`src/rtl/multicycle_controller_if.sv`:
```
// ---------------------------------------------------------------------------
// multicycle_controller_if
// Bundles the instruction word fields, the ALU flag feedback, the memory
// req/ack handshakes and every datapath control line driven by the
// multi-cycle controller.
//   master : controller side (drives controls and requests, receives
//            instruction fields, flags and acks)
//   slave  : datapath / memory side
// Parameter RA_W : destination register address width.
// ---------------------------------------------------------------------------
interface multicycle_controller_if #(
  parameter int unsigned RA_W = 4
);
  // Instruction fields (from the instruction register) and feedback
  logic [3:0]      cmd;
  logic [1:0]      cond;
  logic [RA_W-1:0] ra;
  logic [3:0]      alu_flags;
  logic            imem_ack;
  logic            dmem_ack;

  // Controls and requests
  logic            imem_req;
  logic            ir_write;
  logic            pc_inc;
  logic            pc_load;
  logic            reg_write;
  logic            reg_src;
  logic            alu_src;
  logic            shift_dir;
  logic [2:0]      alu_ctrl;
  logic [1:0]      mem_to_reg;
  logic            dmem_req;
  logic            dmem_we;
  logic [3:0]      flags;
  logic            illegal;
  logic            bus_err;

  modport master (
    input  cmd, cond, ra, alu_flags, imem_ack, dmem_ack,
    output imem_req, ir_write, pc_inc, pc_load, reg_write, reg_src,
           alu_src, shift_dir, alu_ctrl, mem_to_reg, dmem_req, dmem_we,
           flags, illegal, bus_err
  );

  modport slave (
    output cmd, cond, ra, alu_flags, imem_ack, dmem_ack,
    input  imem_req, ir_write, pc_inc, pc_load, reg_write, reg_src,
           alu_src, shift_dir, alu_ctrl, mem_to_reg, dmem_req, dmem_we,
           flags, illegal, bus_err
  );
endinterface

```
`src/rtl/multicycle_controller.sv`:
```
// ---------------------------------------------------------------------------
// multicycle_controller
// Moore sequencer for the multi-cycle datapath:
//   START -> FETCH -> DECODE -> {EXEC | MEM} -> [WB] -> FETCH
// Instruction and data memory use req/ack handshakes; a request that waits
// WAIT_LIMIT cycles without ack is aborted with a one-cycle bus_err pulse
// (FETCH retries, MEM abandons the instruction). A clocked flag register is
// loaded only by CMP in EXEC and drives per-instruction conditional execution.
//
// Ports:
//   clk    rising-edge clock
//   rst_n  asynchronous active-low reset
//   bus    multicycle_controller_if.master (instruction fields, alu_flags,
//          acks in; datapath controls, requests, flags, illegal, bus_err out)
//
// Parameters:
//   RA_W        destination address width; all-ones address is the PC
//   WAIT_LIMIT  req cycles without ack before abort, 1..255
//
// cmd/cond/ra come from the instruction register and are stable from DECODE
// until the instruction completes.
// ---------------------------------------------------------------------------
module multicycle_controller #(
  parameter int unsigned RA_W       = 4,
  parameter int unsigned WAIT_LIMIT = 15
) (
  input  logic                      clk,
  input  logic                      rst_n,
  multicycle_controller_if.master   bus
);

  typedef enum logic [2:0] {
    S_START,
    S_FETCH,
    S_DECODE,
    S_EXEC,
    S_MEM,
    S_WB
  } state_t;

  typedef enum logic [3:0] {
    OP_ADD = 4'd0,
    OP_SUB = 4'd1,
    OP_AND = 4'd2,
    OP_ORR = 4'd3,
    OP_LSL = 4'd4,
    OP_LSR = 4'd5,
    OP_CMP = 4'd6,
    OP_STR = 4'd7,
    OP_LDR = 4'd8
  } op_t;

  // Registered control outputs, computed from the next state so that each
  // state's controls are glitch-free from the first cycle of that state.
  typedef struct packed {
    logic       imem_req;
    logic       pc_load;
    logic       reg_write;
    logic       reg_src;
    logic       alu_src;
    logic       shift_dir;
    logic [2:0] alu_ctrl;
    logic [1:0] mem_to_reg;
    logic       dmem_req;
    logic       dmem_we;
    logic       bus_err;
  } ctl_t;

  // Timeout fires at the edge closing the WAIT_LIMIT-th un-acked req cycle.
  localparam logic [7:0] WAIT_LAST = 8'(WAIT_LIMIT - 1);

  state_t     state_q, state_d;
  logic [7:0] cnt_q, cnt_d;
  logic [3:0] flags_q, flags_d;
  ctl_t       ctl_q, ctl_d;

  logic cmd_legal;
  logic cond_ok;
  logic is_mem_op;
  logic is_str;
  logic ra_is_pc;
  logic timeout;

  assign cmd_legal = (bus.cmd <= 4'd8);
  assign is_mem_op = (bus.cmd == OP_STR) || (bus.cmd == OP_LDR);
  assign is_str    = (bus.cmd == OP_STR);
  assign ra_is_pc  = (bus.ra == {RA_W{1'b1}});
  assign timeout   = (cnt_q == WAIT_LAST);

  // Condition evaluated against the registered flags {N,Z,C,V}.
  always_comb begin
    unique case (bus.cond)
      2'b00:   cond_ok = 1'b1;
      2'b01:   cond_ok = flags_q[2];
      2'b10:   cond_ok = !flags_q[2];
      default: cond_ok = flags_q[3] ^ flags_q[0];
    endcase
  end

  // NOTE: every signal assigned in this block gets a default first, so no
  // path leaves a value unassigned and no latch is inferred.
  always_comb begin
    state_d = state_q;
    cnt_d   = '0;
    flags_d = flags_q;
    ctl_d   = '0;

    // Next-state transitions
    case (state_q)
      S_START: state_d = S_FETCH;

      S_FETCH: begin
        if (bus.imem_ack) begin
          state_d = S_DECODE;
        end else if (timeout) begin
          ctl_d.bus_err = 1'b1;       // retry: stay in FETCH, counter cleared
        end else begin
          cnt_d = cnt_q + 8'd1;
        end
      end

      S_DECODE: begin
        if (!cmd_legal || !cond_ok) state_d = S_FETCH;
        else if (is_mem_op)         state_d = S_MEM;
        else                        state_d = S_EXEC;
      end

      S_EXEC: begin
        if (bus.cmd == OP_CMP) begin
          flags_d = bus.alu_flags;
          state_d = S_FETCH;
        end else begin
          state_d = S_WB;
        end
      end

      S_MEM: begin
        if (bus.dmem_ack) begin
          state_d = is_str ? S_FETCH : S_WB;
        end else if (timeout) begin
          ctl_d.bus_err = 1'b1;       // instruction abandoned, no write
          state_d       = S_FETCH;
        end else begin
          cnt_d = cnt_q + 8'd1;
        end
      end

      S_WB:    state_d = S_FETCH;

      default: state_d = S_START;
    endcase

    // Controls for the state being entered
    case (state_d)
      S_FETCH: ctl_d.imem_req = 1'b1;

      S_EXEC: begin
        case (bus.cmd)
          OP_ADD: begin ctl_d.alu_ctrl = 3'b000; ctl_d.mem_to_reg = 2'b01; end
          OP_SUB: begin ctl_d.alu_ctrl = 3'b001; ctl_d.mem_to_reg = 2'b01; end
          OP_AND: begin ctl_d.alu_ctrl = 3'b010; ctl_d.mem_to_reg = 2'b01; end
          OP_ORR: begin ctl_d.alu_ctrl = 3'b011; ctl_d.mem_to_reg = 2'b01; end
          OP_LSL: begin ctl_d.alu_src  = 1'b1;   ctl_d.mem_to_reg = 2'b10; end
          OP_LSR: begin
            ctl_d.alu_src    = 1'b1;
            ctl_d.shift_dir  = 1'b1;
            ctl_d.mem_to_reg = 2'b10;
          end
          OP_CMP: begin ctl_d.alu_ctrl = 3'b001; ctl_d.reg_src = 1'b1; end
          default: ;
        endcase
      end

      S_MEM: begin
        ctl_d.alu_src  = 1'b1;        // base + immediate address add
        ctl_d.dmem_req = 1'b1;
        ctl_d.dmem_we  = is_str;
        ctl_d.reg_src  = is_str;
      end

      S_WB: begin
        ctl_d.mem_to_reg = ctl_q.mem_to_reg;  // selected in EXEC/MEM, held
        ctl_d.pc_load    = ra_is_pc;
        ctl_d.reg_write  = !ra_is_pc;
      end

      default: ;
    endcase
  end

  // NOTE: sequential state uses non-blocking assignments so every register
  // samples the pre-edge values regardless of statement order.
  always_ff @(posedge clk or negedge rst_n) begin
    if (!rst_n) begin
      state_q <= S_START;
      cnt_q   <= '0;
      flags_q <= '0;
      ctl_q   <= '0;
    end else begin
      state_q <= state_d;
      cnt_q   <= cnt_d;
      flags_q <= flags_d;
      ctl_q   <= ctl_d;
    end
  end

  // ir_write/pc_inc must coincide with the accepting ack cycle, and illegal
  // must pulse during DECODE itself, so these three are decoded from state.
  assign bus.ir_write   = (state_q == S_FETCH) && bus.imem_ack;
  assign bus.pc_inc     = (state_q == S_FETCH) && bus.imem_ack;
  assign bus.illegal    = (state_q == S_DECODE) && !cmd_legal;

  assign bus.imem_req   = ctl_q.imem_req;
  assign bus.pc_load    = ctl_q.pc_load;
  assign bus.reg_write  = ctl_q.reg_write;
  assign bus.reg_src    = ctl_q.reg_src;
  assign bus.alu_src    = ctl_q.alu_src;
  assign bus.shift_dir  = ctl_q.shift_dir;
  assign bus.alu_ctrl   = ctl_q.alu_ctrl;
  assign bus.mem_to_reg = ctl_q.mem_to_reg;
  assign bus.dmem_req   = ctl_q.dmem_req;
  assign bus.dmem_we    = ctl_q.dmem_we;
  assign bus.bus_err    = ctl_q.bus_err;
  assign bus.flags      = flags_q;

endmodule

```
`src/flat_wrapper.sv`:
```
// flat-port wrapper written by rule: the top's interface ports become plain ports
module multicycle_controller_flat 
#(
  parameter int unsigned RA_W       = 4,
  parameter int unsigned WAIT_LIMIT = 15
)
  (clk, rst_n, bus_cmd, bus_cond, bus_ra, bus_alu_flags, bus_imem_ack, bus_dmem_ack, bus_imem_req, bus_ir_write, bus_pc_inc, bus_pc_load, bus_reg_write, bus_reg_src, bus_alu_src, bus_shift_dir, bus_alu_ctrl, bus_mem_to_reg, bus_dmem_req, bus_dmem_we, bus_flags, bus_illegal, bus_bus_err);
  multicycle_controller_if #(.RA_W(RA_W)) bus_i ();
  input  logic clk;
  input  logic rst_n;
  input wire logic [$bits(bus_i.cmd)-1:0] bus_cmd;
  input wire logic [$bits(bus_i.cond)-1:0] bus_cond;
  input wire logic [$bits(bus_i.ra)-1:0] bus_ra;
  input wire logic [$bits(bus_i.alu_flags)-1:0] bus_alu_flags;
  input wire logic [$bits(bus_i.imem_ack)-1:0] bus_imem_ack;
  input wire logic [$bits(bus_i.dmem_ack)-1:0] bus_dmem_ack;
  output wire logic [$bits(bus_i.imem_req)-1:0] bus_imem_req;
  output wire logic [$bits(bus_i.ir_write)-1:0] bus_ir_write;
  output wire logic [$bits(bus_i.pc_inc)-1:0] bus_pc_inc;
  output wire logic [$bits(bus_i.pc_load)-1:0] bus_pc_load;
  output wire logic [$bits(bus_i.reg_write)-1:0] bus_reg_write;
  output wire logic [$bits(bus_i.reg_src)-1:0] bus_reg_src;
  output wire logic [$bits(bus_i.alu_src)-1:0] bus_alu_src;
  output wire logic [$bits(bus_i.shift_dir)-1:0] bus_shift_dir;
  output wire logic [$bits(bus_i.alu_ctrl)-1:0] bus_alu_ctrl;
  output wire logic [$bits(bus_i.mem_to_reg)-1:0] bus_mem_to_reg;
  output wire logic [$bits(bus_i.dmem_req)-1:0] bus_dmem_req;
  output wire logic [$bits(bus_i.dmem_we)-1:0] bus_dmem_we;
  output wire logic [$bits(bus_i.flags)-1:0] bus_flags;
  output wire logic [$bits(bus_i.illegal)-1:0] bus_illegal;
  output wire logic [$bits(bus_i.bus_err)-1:0] bus_bus_err;
  assign bus_i.cmd = bus_cmd;
  assign bus_i.cond = bus_cond;
  assign bus_i.ra = bus_ra;
  assign bus_i.alu_flags = bus_alu_flags;
  assign bus_i.imem_ack = bus_imem_ack;
  assign bus_i.dmem_ack = bus_dmem_ack;
  assign bus_imem_req = bus_i.imem_req;
  assign bus_ir_write = bus_i.ir_write;
  assign bus_pc_inc = bus_i.pc_inc;
  assign bus_pc_load = bus_i.pc_load;
  assign bus_reg_write = bus_i.reg_write;
  assign bus_reg_src = bus_i.reg_src;
  assign bus_alu_src = bus_i.alu_src;
  assign bus_shift_dir = bus_i.shift_dir;
  assign bus_alu_ctrl = bus_i.alu_ctrl;
  assign bus_mem_to_reg = bus_i.mem_to_reg;
  assign bus_dmem_req = bus_i.dmem_req;
  assign bus_dmem_we = bus_i.dmem_we;
  assign bus_flags = bus_i.flags;
  assign bus_illegal = bus_i.illegal;
  assign bus_bus_err = bus_i.bus_err;
  multicycle_controller #(.RA_W(RA_W), .WAIT_LIMIT(WAIT_LIMIT)) u_core (.clk(clk), .rst_n(rst_n), .bus(bus_i));
endmodule
```
`config.mk`:
```
export PLATFORM = sky130hd
export DESIGN_NAME = multicycle_controller_flat
export DESIGN_NICKNAME = d
export VERILOG_FILES = /design/src/rtl/multicycle_controller_if.sv /design/src/rtl/multicycle_controller.sv /design/src/flat_wrapper.sv
export SDC_FILE = /design/constraint.sdc
export NUM_CORES = 1
export LEC_CHECK = 0
export CORE_ASPECT_RATIO = 1.75
export CORE_MARGIN = 5
export CORE_UTILIZATION = 55
export CTS_CLUSTER_SIZE = 16
export DETAILED_ROUTE_END_ITERATION = 16
export DONT_BUFFER_PORTS = 1
export MAX_ROUTING_LAYER = met4
export PLACE_DENSITY = 0.7
export SETUP_SLACK_MARGIN = 0.5
export SLEW_MARGIN = 20
export SYNTH_ARGS = -nofsm -noshare
export SYNTH_HDL_FRONTEND = slang
export SYNTH_SLANG_ARGS = --single-unit
```
`constraint.sdc`:
```
create_clock -name clk -period 3.3 [get_ports clk]
set_input_delay 0.66 -clock clk [delete_from_list [all_inputs] [get_ports clk]]
set_output_delay 0.66 -clock clk [all_outputs]
set_load 0.02 [all_outputs]
```
==> impl_metrics.ini, run 1 <==
[cells_and_area]
final_cells = 145
utilization = 0.595
n_antenna_cell = 0
largest_register_ffs = 8
num-nets-final = 142
multi_input_area_um2 = 582
fill_cells = 206
top_register = u_core.cnt_q
seq_area_um2 = 701
area_delta_synth_final_pct = 4.09
layout-drive-gt1-share = 0.100

[logic_synthesis]
synth_cell_types = 42
synth_cells = 120
syn_nets = 140
synth_edf_count = 0
ys_top_cells_by_area = dfrtp_1 53%, nor2_1 5.1%, mux2_1 5.1%, nand2_1 2.9%, xor2_1 2.7%
synth_xor_area_frac = 0.0523
synth-compound-area-share = 0.0770
synth_ff_type = dfrtp_1
synth_top_area_cell = dfrtp_1
synth-seq-cells = 28
yosys_warnings = 0
seq_area_frac_synth = 0.532
synth_adder_area_share = 0.0190
avgSynthCellArea_um2 = 11.0
synth_area_um2 = 1320
synthSimpleGateAreaFrac = 0.232
muxShareOfSynthArea = 0.0589
synth_top_area_share = 0.532
async_flop_share = 1.00
synth_top_family_by_area = simple AND/OR/NAND/NOR gates

[timing]
maxSlewHeadroom = 0.519
finalHoldViolations = 0
clock.fmax_ghz = 0.443
skew_ns = 0.00690
grt_setup_unrepaired = false
fin_crit_ns = 2.26
worst_pin_slew_ns = 0.720
fin_tns_setup_ns = 0
finalCritPeriodShare = 0.684
setup_viol = 0
timing.hold.ws_ns = 0.0670
slew_violations = 0

[detailed_routing]
wire_per_inst_um = 17.8
first_iter_violations = 13
vias = 881
first_pass_iters = 4
ant_nets = 0
viasPerCell = 6.08
drc = 0
routed_wirelength_mm = 2.59

[global_route]
gr-total-overflow = 0
grtUsageTotal = 0.179
grt_pass1_vias = 941
antenna_found_initial = 0
grt_pass1_wl_mm = 4.29
grt_max_degree = 29

[worst_setup_path]
worst-r2r-setup-slack_ns = 1.42
crit_fanout = 6
rr_worst_depth = 6
cp.required_ns = 2.64
crit_arrival_ns = 1.60
r2r_end = u_core.bus.reg_src
critPathKind = flip-flop to output port
crit_path_end_kind = output port
start_kind = flip-flop
reg2reg_from = u_core.state_q[2]

[clock_network]
ctsHoldBuffers = 0
clock_latency_ns = 0.27
cts.sinks = 28
path_clk_slew_ns = 0.09
cts_buffers = 3
clockRootBuffer = clkbuf_8
ctsResizeCount = 0
max-clock-path-buffers = 2
cts_max_level = 1
tritoncts = done
cts_setup_buffers = 0

[power_and_ir_drop]
p_clk_frac = 0.190
seq_power_share = 0.554
pwr-share-comb = 0.256
leakage_nw = 0.630
peakVddDrop_mv = 0.343
swShare = 0.381
p_sw_w = 0.000363
power.density_nw_per_um2 = 696
p_int_w = 0.000591

[floorplan]
die_w_um = 47.0
start_util = 0.572
core_um2 = 2300
ioPinCount = 39
die_area_um2 = 3510
row_count = 23
die_h_um = 74.7

[run]
cap_violations = 0

[place]
dpl.cell_count = 142
dpl.hpwl_mm = 2.05
port_buffers = 0
gp_congestion = 0.804

[min_path]
hold_path_class = input pin to asynchronous set/reset pin

[run_status]
status = finished, final reports clean
-- kinds of logic (layout without fill, tap and decap cells) --
logic type / after synthesis / count (layout)
simple gates: 54 / 54
flops: 28 / 28
compound gates: 14 / 14
xor+xnor: 7 / 7
mux: 7 / 7
buf+inv: 7 / 7
fa+ha+maj: 2 / 2
other cells: 1 / 1
-- Yosys cell counts, types with 2 or more instances --
cell type,n
inv_1,3
o22ai_1,2
nand2_1,10
nand2b_1,2
mux2_1,6
xor2_1,4
buf_4,2
nand3b_1,2
nor2_1,18
nand3_1,2
ha_1,2
nand4_1,3
and2_1,2
dfrtp_1,28
nor3b_1,4
o211ai_1,2
xnor2_1,2
o21ai_1,2
-- how the worst max path moves through the flow --
stage                   to  depth (start not counted)         startpoint
6_report       bus_illegal                          3  u_core.state_q[2]
5_1_grt        bus_illegal                          3  u_core.state_q[2]
4_1_cts        bus_illegal                          3  u_core.state_q[2]
3_5_place_dp   bus_illegal                          2         bus_cmd[0]
3_3_place_gp   bus_illegal                          2         bus_cmd[0]
2_1_floorplan   bus_pc_inc                          3       bus_imem_ack
-- power by group through the flow --
stage               sequential (W)  combinational, W  clock [W]
global route              0.000544          0.000279   0.000198
floorplan                 0.000518          0.000212          0
global placement          0.000532          0.000239          0
CTS                       0.000532          0.000249   0.000182
detailed placement        0.000540          0.000247          0
finish                    0.000528          0.000245   0.000181
-- layout by cell type (no fill, tap or decap), drive strengths merged, types with 3 or more instances in the layout --
master | synthesis | routed
dfrtp | 28 | 28
clkbuf | 1 | 3
nand2 | 11 | 11
nor2 | 19 | 19
nand4 | 3 | 3
inv | 4 | 4
xor2 | 5 | 5
mux2 | 6 | 6
nor3b | 4 | 4
-- final cells by class --
class / count / area share
Clock buffer: 3 / 0.0301
Inverter: 4 / 0.0110
Multi-Input combinational cell: 85 / 0.425
Sequential cell: 28 / 0.511
Tap cell: 25 / 0.0228
-- through the flow --
stage / total power [W] / setup WS [ns] / cell area (um^2)
CTS: 0.000963 / 1.02 / 1370
finish: 0.000954 / 1.04 / 1370
global placement: 0.000771 / 1.33 / 1330
global route: 0.00102 / 0.949 / 1370
detailed placement: 0.000787 / 1.33 / 1330
floorplan: 0.000730 / 1.32 / 1320
-- worst max-delay path: stages (launching register included) --
cell,delay [ns]
dfrtp_1,0.42
nor2_1,0.20
nand2_4,0.09
nor3b_1,0.61
-- layer usage --
metal | global-route usage | wire, um | share of wire
met5 | - | 0 | 0
met4 | 0.102 | 82 | 0.032
met3 | 0.0383 | 184 | 0.071
met2 | 0.303 | 1480 | 0.57
met1 | 0.181 | 837 | 0.32
No activity file was read; power rests on OpenSTA's default activity.
==> run 2: changes to the inputs <==
--- a/config.mk
+++ b/config.mk
@@ -12,7 +12,7 @@
 export DETAILED_ROUTE_END_ITERATION = 16
 export DONT_BUFFER_PORTS = 1
 export MAX_ROUTING_LAYER = met4
-export PLACE_DENSITY = 0.7
+export PLACE_DENSITY = 0.73
 export SETUP_SLACK_MARGIN = 0.5
 export SLEW_MARGIN = 20
 export SYNTH_ARGS = -nofsm -noshare
==> constraint.sdc (replaced) <==
create_clock -name clk -period 1.9 [get_ports clk]
set_input_delay 0.38 -clock clk [delete_from_list [all_inputs] [get_ports clk]]
set_output_delay 0.38 -clock clk [all_outputs]
set_load 0.02 [all_outputs]
==> impl_metrics.ini, run 2 (synthesized netlist as in run 1, its figures left out) <==
[detailed_routing]
drc = 0
route.met2.wl_mm = 1.76
met1_length_um = 915
vias = 976
wire_per_inst_um = 18.3
first_pass_iters = 4
top_layer = met4
ant_nets = 0
routed_wirelength_mm = 2.91
first_iter_violations = 48
wl_met3_um = 157
viasPerCell = 6.14

[timing]
fin_crit_ns = 1.84
finalCritPeriodShare = 0.969
fin_tns_setup_ns = 0
slew_violations = 0
worst_pin_slew_ns = 0.511
finalHoldViolations = 0
clock.fmax_ghz = 0.543
grt_setup_unrepaired = true
skew_ns = 0.00425
maxSlewHeadroom = 0.658
setup_viol = 0

[global_route]
grt_pass1_vias = 1016
grt_max_degree = 29
grt_pass1_wl_mm = 4.34
gr-total-overflow = 0
grtUsageTotal = 0.180
antenna_found_initial = 0

[clock_network]
cts_max_level = 1
cts_buffers = 3
clock_latency_ns = 0.27
clockRootBuffer = clkbuf_8
path_clk_slew_ns = 0.09
cts.sinks = 28
max-clock-path-buffers = 2
tritoncts = done

[floorplan]
core_um2 = 2300
die_area_um2 = 3510
ioPinCount = 39
row_count = 23
die_h_um = 74.7
start_util = 0.572
die_w_um = 47.0

[cells_and_area]
num-nets-final = 155
n_antenna_cell = 0
top_register = u_core.cnt_q
final_cell_mix = 23 x dfrtp_1, 10 x nand2_1, 9 x nor2_1
area_delta_synth_final_pct = 23.5
layout_commonest_cell = dfrtp_1
final_area_um2 = 1630
largest_register_ffs = 8
layout-drive-gt1-share = 0.351

[place]
port_buffers = 0
post_dp_cell_area_um2 = 1370
gp_congestion = 0.888
dpl.hpwl_mm = 2.13

[run]
cap_violations = 0

[power_and_ir_drop]
leakage_nw = 0.733
peakVddDrop_mv = 0.799
power.density_nw_per_um2 = 1310

[run_status]
status = finished, final reports clean

[worst_setup_path]
crit_path_end_kind = output port
start_kind = flip-flop
critPathKind = flip-flop to output port
crit_arrival_ns = 1.46
crit_fanout = 4
cp.required_ns = 1.52

[min_path]
hold_path_class = input pin to flip-flop
==> run 2: changes by cell type in the layout (fill, tap and decap cells not counted), moves of 2 or more <==
cell / delta
nor2_2: +5
nor2_4: +4
buf_6: +2
buf_4: +8
dfrtp_2: +5
nand2b_1: -2
nor2_1: -9
dfrtp_1: -5
nand2b_4: +2
==> run 2: routing by layer <==
metal	GRT usage	vias up
met3	0.0287	10
met1	0.161	484
li1	-	444
met4	0.102	0
met5	-	-
met2	0.331	38
==> run 2: final timing paths <==
check	startpoint	end	slack (ns)	cells after the start
setup / recovery	u_core.state_q[2]	bus_ir_write	0.06	4
hold / removal	bus_cmd[2]	u_core.bus.alu_ctrl[1]	0.16	1
setup reg to reg	u_core.state_q[2]	u_core.bus.reg_src	0.09	8
hold reg to reg	u_core.cnt_q[0]	u_core.cnt_q[0]	0.52	1
max in group asynchronous	rst_n	u_core.state_q[1]	1.19	2
min in group asynchronous	rst_n	u_core.bus.shift_dir	0.54	2
==> run 2: critical path: stages (launching register included) <==
cell	delay (ns)
dfrtp_1	0.44
nand2b_4	0.16
or3b_4	0.39
inv_4	0.07
buf_8	0.13
==> run 2: report_power, final <==
part	switching [W]	internal, W
combinational	0.000360	0.000370
sequential	0.000226	0.000719
clock	0.000177	0.000282
==> run 2: area by class of cell <==
type | count | area [um^2]
multi-input cells | 85 | 671
clock buffers | 3 | 41.3
clock inverters | 1 | 30.0
flip-flops and latches | 28 | 707
fillers | 156 | 677
inverters | 4 | 17.5
well taps | 25 | 31.3
repair buffers | 13 | 128
==> run 2: stage by stage <==
stage          setup slack, ns  total power, W  instances  hold WS, ns   util
2_1_floorplan            0.290         0.00132        120       0.0844      -
3_3_place_gp             0.183         0.00140        145       0.0850  0.595
3_5_place_dp             0.161         0.00143        145       0.0850  0.595
4_1_cts                 0.0665         0.00202        156        0.159  0.667
5_1_grt                 0.0292         0.00223        159        0.154  0.706
6_report                0.0594         0.00213        159        0.162  0.706
==> run 2: timing repair <==
action | 4_1_cts | 5_1_grt
hold buffers | 2 | 0
resized for setup | 9 | 19
setup endpoints to repair | 27 | 30
hold endpoints to repair | 28 | 0
setup buffers | 5 | 3
pin swaps | 2 | 9
==> run 3: changes to the inputs <==
--- a/config.mk
+++ b/config.mk
@@ -8,11 +8,12 @@
 export CORE_ASPECT_RATIO = 1.75
 export CORE_MARGIN = 5
 export CORE_UTILIZATION = 55
+export CTS_BUF_LIST = sky130_fd_sc_hd__clkbuf_4 sky130_fd_sc_hd__clkbuf_8
 export CTS_CLUSTER_SIZE = 16
 export DETAILED_ROUTE_END_ITERATION = 16
 export DONT_BUFFER_PORTS = 1
 export MAX_ROUTING_LAYER = met4
-export PLACE_DENSITY = 0.73
+export PLACE_DENSITY = 0.7
 export SETUP_SLACK_MARGIN = 0.5
 export SLEW_MARGIN = 20
 export SYNTH_ARGS = -nofsm -noshare
==> constraint.sdc (replaced) <==
create_clock -name clk -period 2.18 [get_ports clk]
set_input_delay 0.436 -clock clk [delete_from_list [all_inputs] [get_ports clk]]
set_output_delay 0.436 -clock clk [all_outputs]
set_load 0.02 [all_outputs]
==> impl_metrics.ini, run 3 (synthesized netlist as in run 1, its figures left out) <==
[clock_network]
max-clock-path-buffers = 2
cts.sinks = 28
path_clk_slew_ns = 0.09
cts_buffers = 3
clock_latency_ns = 0.27
clockRootBuffer = clkbuf_8
tritoncts = done
cts_max_level = 1

[cells_and_area]
layout-drive-gt1-share = 0.328
final_cell_mix = 24 x dfrtp_1, 16 x nor2_1, 14 x buf_4
largest_register_ffs = 8
top_register = u_core.cnt_q
num-nets-final = 158
layout_commonest_cell = dfrtp_1
fill_cells = 184
area_delta_synth_final_pct = 20.4
n_antenna_cell = 0

[global_route]
grt_pass1_wl_mm = 4.43
grt_max_degree = 29
grt_pass1_vias = 994
antenna_found_initial = 0
grtUsageTotal = 0.181
gr-total-overflow = 0

[timing]
timing.hold.ws_ns = 0.226
finalCritPeriodShare = 0.831
setup_viol = 0
fin_crit_ns = 1.81
finalHoldViolations = 0
slew_violations = 0
fin_tns_setup_ns = 0
skew_ns = 0.00386
grt_setup_unrepaired = true
clock.fmax_ghz = 0.552

[worst_setup_path]
reg2reg_from = u_core.cnt_q[6]
crit_arrival_ns = 1.38
rr_worst_depth = 6
crit_fanout = 3
worst-r2r-setup-slack_ns = 0.47
start_kind = flip-flop
r2r_end = u_core.bus.alu_src
crit_path_end_kind = output port
cp.required_ns = 1.74
critPathKind = flip-flop to output port

[power_and_ir_drop]
seq_power_share = 0.469
peakVddDrop_mv = 0.696
p_sw_w = 0.000653
swShare = 0.376
p_clk_frac = 0.181
pwr-share-comb = 0.350
p_int_w = 0.00108
leakage_nw = 0.726
power.density_nw_per_um2 = 1100

[min_path]
min-delay-start = bus_cmd[2]
hold_path_class = input pin to flip-flop
min_to = u_core.bus.alu_ctrl[1]
whs_path_depth = 1

[floorplan]
start_util = 0.572
die_area_um2 = 3510
die_h_um = 74.7
die_w_um = 47.0
row_count = 23
ioPinCount = 39
core_um2 = 2300

[detailed_routing]
routed_wirelength_mm = 2.95
wire_per_inst_um = 18.2
drc = 0
vias = 959
first_iter_violations = 11
first_pass_iters = 4
ant_nets = 0
viasPerCell = 5.92

[run]
cap_violations = 0

[place]
port_buffers = 0
dpl.hpwl_mm = 1.98
gp_congestion = 0.826

[run_status]
status = finished, final reports clean
run 3: changes by cell type in the layout (fill, tap and decap cells not counted), moves of 2 or more:
| cell | before | now |
|---|---|---|
| nor2_2 | 6 | 3 |
| buf_4 | 8 | 14 |
| nor2_4 | 4 | 0 |
| nor2_1 | 9 | 16 |
| buf_6 | 2 | 0 |
run 3: worst max-delay path, cell delays in order (launching register included):
cell and delay [ns]:
dfrtp_1 0.43, nand2b_4 0.16, or3b_4 0.41, inv_8 0.10
run 3: what timing repair did:
action / 4_1_cts / 5_1_grt
buffers inserted: 7 / 6
endpoints found under the hold margin: 28 / 0
gates resized for setup: 10 / 9
endpoints found under the setup margin: 10 / 11
hold buffers: 2 / 0
pin swaps: 5 / 7
run 3: layout make-up:
type	instances	area (um^2)	share of cell area
clock buffers	4	55.1	0.0347
inverters	4	22.5	0.0142
multi-input cells	85	636	0.401
flip-flops and latches	28	706	0.445
well taps	25	31.3	0.0197
repair buffers	16	135	0.0852
run 3: through the flow:
step	utilization	area, um^2	power (W)	worst slack (ns)	std cells
floorplan	-	1320	0.00111	0.502	120
global placement	0.582	1340	0.00118	0.377	143
detailed placement	0.582	1340	0.00120	0.362	143
CTS	0.654	1510	0.00164	0.377	156
global route	0.689	1590	0.00184	0.324	162
finish	0.689	1590	0.00174	0.368	162
run 3: power groups by stage:
| stage | clock (W) | combinational (W) | sequential [W] |
|---|---|---|---|
| after floorplan | 0 | 0.000328 | 0.000784 |
| after global placement | 0 | 0.000370 | 0.000810 |
| after CTS | 0.000319 | 0.000501 | 0.000816 |
| after global routing | 0.000347 | 0.000659 | 0.000833 |
| after detailed placement | 0 | 0.000379 | 0.000816 |
| final | 0.000314 | 0.000608 | 0.000816 |
run 3: worst max-delay path by stage:
stage                           end           startpoint  cells after the start
2_1_floorplan  u_core.bus.shift_dir  u_core.bus.flags[2]                      5
3_3_place_gp     u_core.bus.reg_src    u_core.state_q[2]                      6
3_5_place_dp     u_core.bus.reg_src    u_core.state_q[2]                      6
4_1_cts                bus_ir_write    u_core.state_q[2]                      3
5_1_grt                 bus_illegal    u_core.state_q[0]                      4
6_report                 bus_pc_inc    u_core.state_q[2]                      3
run 3: layer usage:
layer / vias to the layer above / wire (um) / part of all wire / global-route usage
li1: 444 / - / - / -
met1: 481 / 994 / 0.34 / 0.196
met2: 27 / 1730 / 0.59 / 0.322
met3: 7 / 155 / 0.053 / 0.0263
met4: 0 / 69 / 0.023 / 0.0646
met5: - / 0 / 0 / -
==> edit 1: new RTL, settings of run 1 <==
`RA_W` is set to 4 in 3 places; all go to 6.
--- a/src/rtl/multicycle_controller_if.sv
+++ b/src/rtl/multicycle_controller_if.sv
@@ -11,3 +11,3 @@
 interface multicycle_controller_if #(
-  parameter int unsigned RA_W = 4
+  parameter int unsigned RA_W = 6
 );
--- a/src/rtl/multicycle_controller.sv
+++ b/src/rtl/multicycle_controller.sv
@@ -23,3 +23,3 @@
 module multicycle_controller #(
-  parameter int unsigned RA_W       = 4,
+  parameter int unsigned RA_W       = 6,
   parameter int unsigned WAIT_LIMIT = 15
--- a/src/flat_wrapper.sv
+++ b/src/flat_wrapper.sv
@@ -3,3 +3,3 @@
 #(
-  parameter int unsigned RA_W       = 4,
+  parameter int unsigned RA_W       = 6,
   parameter int unsigned WAIT_LIMIT = 15
Ports: changed (resized bus_ra); port bits go from 39 to 41. The function was not compared with the original's and may differ.
==> edit 1 against run 1 <==
  * Hold slack worse by 0.0071 ns
  * Design area up 5.1%
  * Total power up 8.9%
  * Fmax down 7.0%
  * Via count up 3.9%
  * Area after synthesis up 2.8%
  * Critical path depth down 1
  * Sequential cell count unchanged
  * Routed wire length up 0.89%
  * Setup slack worse by 0.17 ns
  * Critical path type unchanged
  * Critical endpoint unchanged
  * Largest cell class unchanged
  * Highest routed layer unchanged
==> edit 1: results (changes against run 1) <==
- CP Capture Point: bus_illegal (unchanged)
- Synth cell types: 47 (was 42)
- Number of global-route vias before repair: 928 (was 941)
- Proportion of layout cells with a drive suffix above 1: 0.138 (was 0.100)
- Commonest cells post-synth: 28 x dfrtp_1, 12 x nor2_1, 7 x nand2_1 (was 28 x dfrtp_1, 18 x nor2_1, 10 x nand2_1)
- DP HPWL: 2.04 mm (was 2.05 mm)
- Post-Place Setup Slack: 1.19 ns (was 1.33 ns)
- DR iter-0 viols: 29 (was 13)
- Launch point of the worst reg-to-reg path: u_core.bus.flags[2] (was u_core.state_q[2])
- Main area contributors after synthesis: dfrtp_1 52%, mux2_2 3.3%, nor2_1 3.3% (was dfrtp_1 53%, nor2_1 5.1%, mux2_1 5.1%)
- Fill count: 198 (was 206)
- Pre-antenna DRT Iters: 3 (was 4)
- R2r setup slk: 1.34 ns (was 1.42 ns)
- Leakage: 0.637 nW (was 0.630 nW)
- Global-route wire length before repair: 4.00 mm (was 4.29 mm)
- End of the worst register-to-register path: u_core.bus.shift_dir (was u_core.bus.reg_src)
- Peak supply drop: 0.467 mV (was 0.343 mV)
- Sw Ratio: 0.352 (was 0.381)
- Fin nets: 146 (was 142)
- Crit path max fanout: 7 (was 6)
- Per-cell routed wire length: 17.6 um (was 17.8 um)
- Slew HR: 0.526 (was 0.519)
- Routed WL: 2.61 mm (was 2.59 mm)
- GP Congestion: 0.804 (about the same)
- Status: finished clean (unchanged)
- Seq/Total Area, Yosys: 0.518 (was 0.532)
- FF-to-FF path depth: 5 (was 6)
- Vias/cell: 6.18 (was 6.08)
- Post-Syn Area per Cell: 11.2 um2 (was 11.0 um2)
[edit 1: changes by cell type after synthesis, sizes merged, moves of 2 or more]
cell   change
inv        +2
nand2      -4
nor2       -7
nor3       +4
o21ai      +2
[edit 1: cells by family after synthesis]
logic type / share of synthesized area
buffers and inverters: 0.0277
flip-flops: 0.518
XOR/XNOR: 0.0389
AO/OA/AOI/OAI: 0.104
AND/OR/NAND/NOR: 0.241
adder cells (fa/ha/maj): 0.0185
other: 0.00277
multiplexers: 0.0490
[edit 1: worst min path at each step]
stage	cells past startpoint	slack, ns	startpoint	to
2_1_floorplan	0	0.36	rst_n	u_core.bus.alu_ctrl[0]
3_3_place_gp	0	0.37	rst_n	u_core.cnt_q[0]
3_5_place_dp	0	0.37	rst_n	u_core.cnt_q[3]
4_1_cts	0	0.06	rst_n	u_core.cnt_q[3]
5_1_grt	0	0.05	rst_n	u_core.cnt_q[3]
6_report	0	0.06	rst_n	u_core.state_q[2]
[edit 1: final cells by class]
type,instances,area (um2),area share
Clock buffer,3,41.3,0.0287
Clock inverter,1,30.0,0.0209
Inverter,6,22.5,0.0156
Multi-Input combinational cell,85,614,0.427
Sequential cell,28,701,0.487
Tap cell,25,31.3,0.0217
[edit 1: power by group through the flow]
stage	clock, W	combinational (W)	sequential [W]
detailed placement	0	0.000255	0.000529
CTS	0.000274	0.000257	0.000523
floorplan	0	0.000216	0.000510
global route	0.000283	0.000279	0.000531
global placement	0	0.000248	0.000524
finish	0.000267	0.000252	0.000520
[edit 1: metal layers]
metal  global-route usage  vias to the layer above  wire (um)
met1                0.177                      459        947
met2                0.273                       21       1480
li1                     -                      430          -
met5                    -                        -          0
met3               0.0307                        5        129
met4               0.0831                        0         55
[edit 1: worst max-delay path: stages (launching register included)]
cell     delay [ns]
dfrtp_1        0.44
or3b_4         0.45
nor3b_1        0.60
==> edit 2: new RTL, settings of run 1 <==
Made on the original files. Reset style: synchronous (`rst_n`), changed in one clocked block. Comments in the files are not updated.
--- a/src/rtl/multicycle_controller.sv
+++ b/src/rtl/multicycle_controller.sv
@@ -192,3 +192,3 @@
   // samples the pre-edge values regardless of statement order.
-  always_ff @(posedge clk or negedge rst_n) begin
+  always_ff @(posedge clk) begin
     if (!rst_n) begin
Function: differs if rst_n is asserted again (counterexample within 4 cycles, from zero or initial values and one cycle with rst_n low); with rst_n held inactive, the same outputs for 10 cycles.
==> edit 2 against run 1 <==
  * Area after synthesis rose by 3.2%
  * Die area up 2.7%
  * Global-route usage down 2.1 points
  * Fmax down 12%
  * Setup slack got worse by 0.30 ns
  * Count of clock-buffer cells in the layout up 1
  * Routed wire length decreased by 4.0%
  * Core utilization is 1.6 points lower
  * First-iteration DRC count increased by 92%
  * Sequential cell count unchanged
  * Design area increased by 2.7%
  * Highest routed layer unchanged
Power is not compared: it rests on default switching activity, and its combinational part moved more than twofold at a synthesized area within 25%.
==> edit 2: results (changes against run 1) <==
- HP Class: flop to flop (was input pin to asynchronous set/reset pin)
- Primary FF master, synth: dfxtp_1 (was dfrtp_1)
- Largest net degree at the start of global routing: 16 (was 29)
- GP Congestion: 0.778 (was 0.804)
- Status: finished clean (unchanged)
- Synth cell types: 51 (was 42)
- DR iter-0 viols: 25 (was 13)
- Post-synthesis mux area share: 0.0368 (was 0.0589)
- Vias: 951 (was 881)
- Adder-Cell Fraction of Synth Area: 0.0184 (was 0.0190)
- Routed WL: 2.48 mm (was 2.59 mm)
- GRT Util Overall: 0.157 (was 0.179)
- Slew @ Worst Pin: 0.722 ns (was 0.720 ns)
- Post-Place Setup Slack: 1.04 ns (was 1.33 ns)
- Met3 Use GR: 0.0307 (was 0.0383)
- Commonest cells post-synth: 28 x dfxtp_1, 14 x nor2_1, 7 x nor2b_1 (was 28 x dfrtp_1, 18 x nor2_1, 10 x nand2_1)
- Main area contributors after synthesis: dfxtp_1 41%, nor2_1 3.9%, mux2i_1 3.7% (was dfrtp_1 53%, nor2_1 5.1%, mux2_1 5.1%)
- Global-route wire length before repair: 3.99 mm (was 4.29 mm)
- Proportion of layout cells with a drive suffix above 1: 0.129 (was 0.100)
- Fmax: 0.391 GHz (was 0.443 GHz)
- Synth async-reset ratio: 0 (was 1.00)
- Worst Path Arrival: 1.90 ns (was 1.60 ns)
- Global-route met1 utilization: 0.164 (was 0.181)
- CP peak stage delay: 0.65 ns (was 0.61 ns)
- Post-synthesis compound-gate area fraction: 0.144 (was 0.0770)
- Fin nets: 153 (was 142)
- XOR/XNOR share of the synthesized area: 0.0451 (was 0.0523)
- Number of global-route vias before repair: 911 (was 941)
-- edit 2: cell types whose count changed after synthesis, sizes merged, moves of 5 or more --
cell	change
dfrtp	-28
dfxtp	+28
mux2	-6
nand2	-6
nor2b	+6
nor2	-5
-- edit 2: logic make-up after synthesis --
family,Yosys count
AO/OA/AOI/OAI,17
flip-flops,28
adder cells (fa/ha/maj),2
AND/OR/NAND/NOR,62
XOR/XNOR,7
multiplexers,5
other,1
buffers and inverters,11
-- edit 2: area by class of cell --
cell class / instances / area share
clock buffer: 4 / 0.0391
inverter: 6 / 0.0160
sequential: 28 / 0.398
tap: 26 / 0.0231
multi-input combinational: 94 / 0.524
-- edit 2: per-stage QoR --
step | hold slack, ns | instances | utilization | area (um2)
2_1_floorplan | 0.442 | 133 | - | 1360
3_3_place_gp | 0.460 | 154 | 0.556 | 1350
4_1_cts | 0.492 | 158 | 0.579 | 1410
5_1_grt | 0.497 | 158 | 0.579 | 1410
6_report | 0.484 | 158 | 0.579 | 1410
3_5_place_dp | 0.471 | 154 | 0.556 | 1350
-- edit 2: power by group through the flow --
stage | sequential [W] | clock, W | combinational (W)
after floorplan | 0.000360 | 0 | 0.0000545
after global placement | 0.000361 | 0 | 0.0000546
after detailed placement | 0.000361 | 0 | 0.0000551
after CTS | 0.000353 | 0.000213 | 0.0000552
after global routing | 0.000354 | 0.000230 | 0.0000618
final | 0.000353 | 0.000208 | 0.0000548
-- edit 2: path summary, 6_finish.rpt --
path / startpoint / end / cells after the start
max reg2reg: u_core.state_q[1] / u_core.bus.mem_to_reg[0] / 4
min reg2reg: u_core.cnt_q[0] / u_core.cnt_q[0] / 1
max: u_core.state_q[1] / bus_illegal / 2
min: u_core.cnt_q[0] / u_core.cnt_q[0] / 1
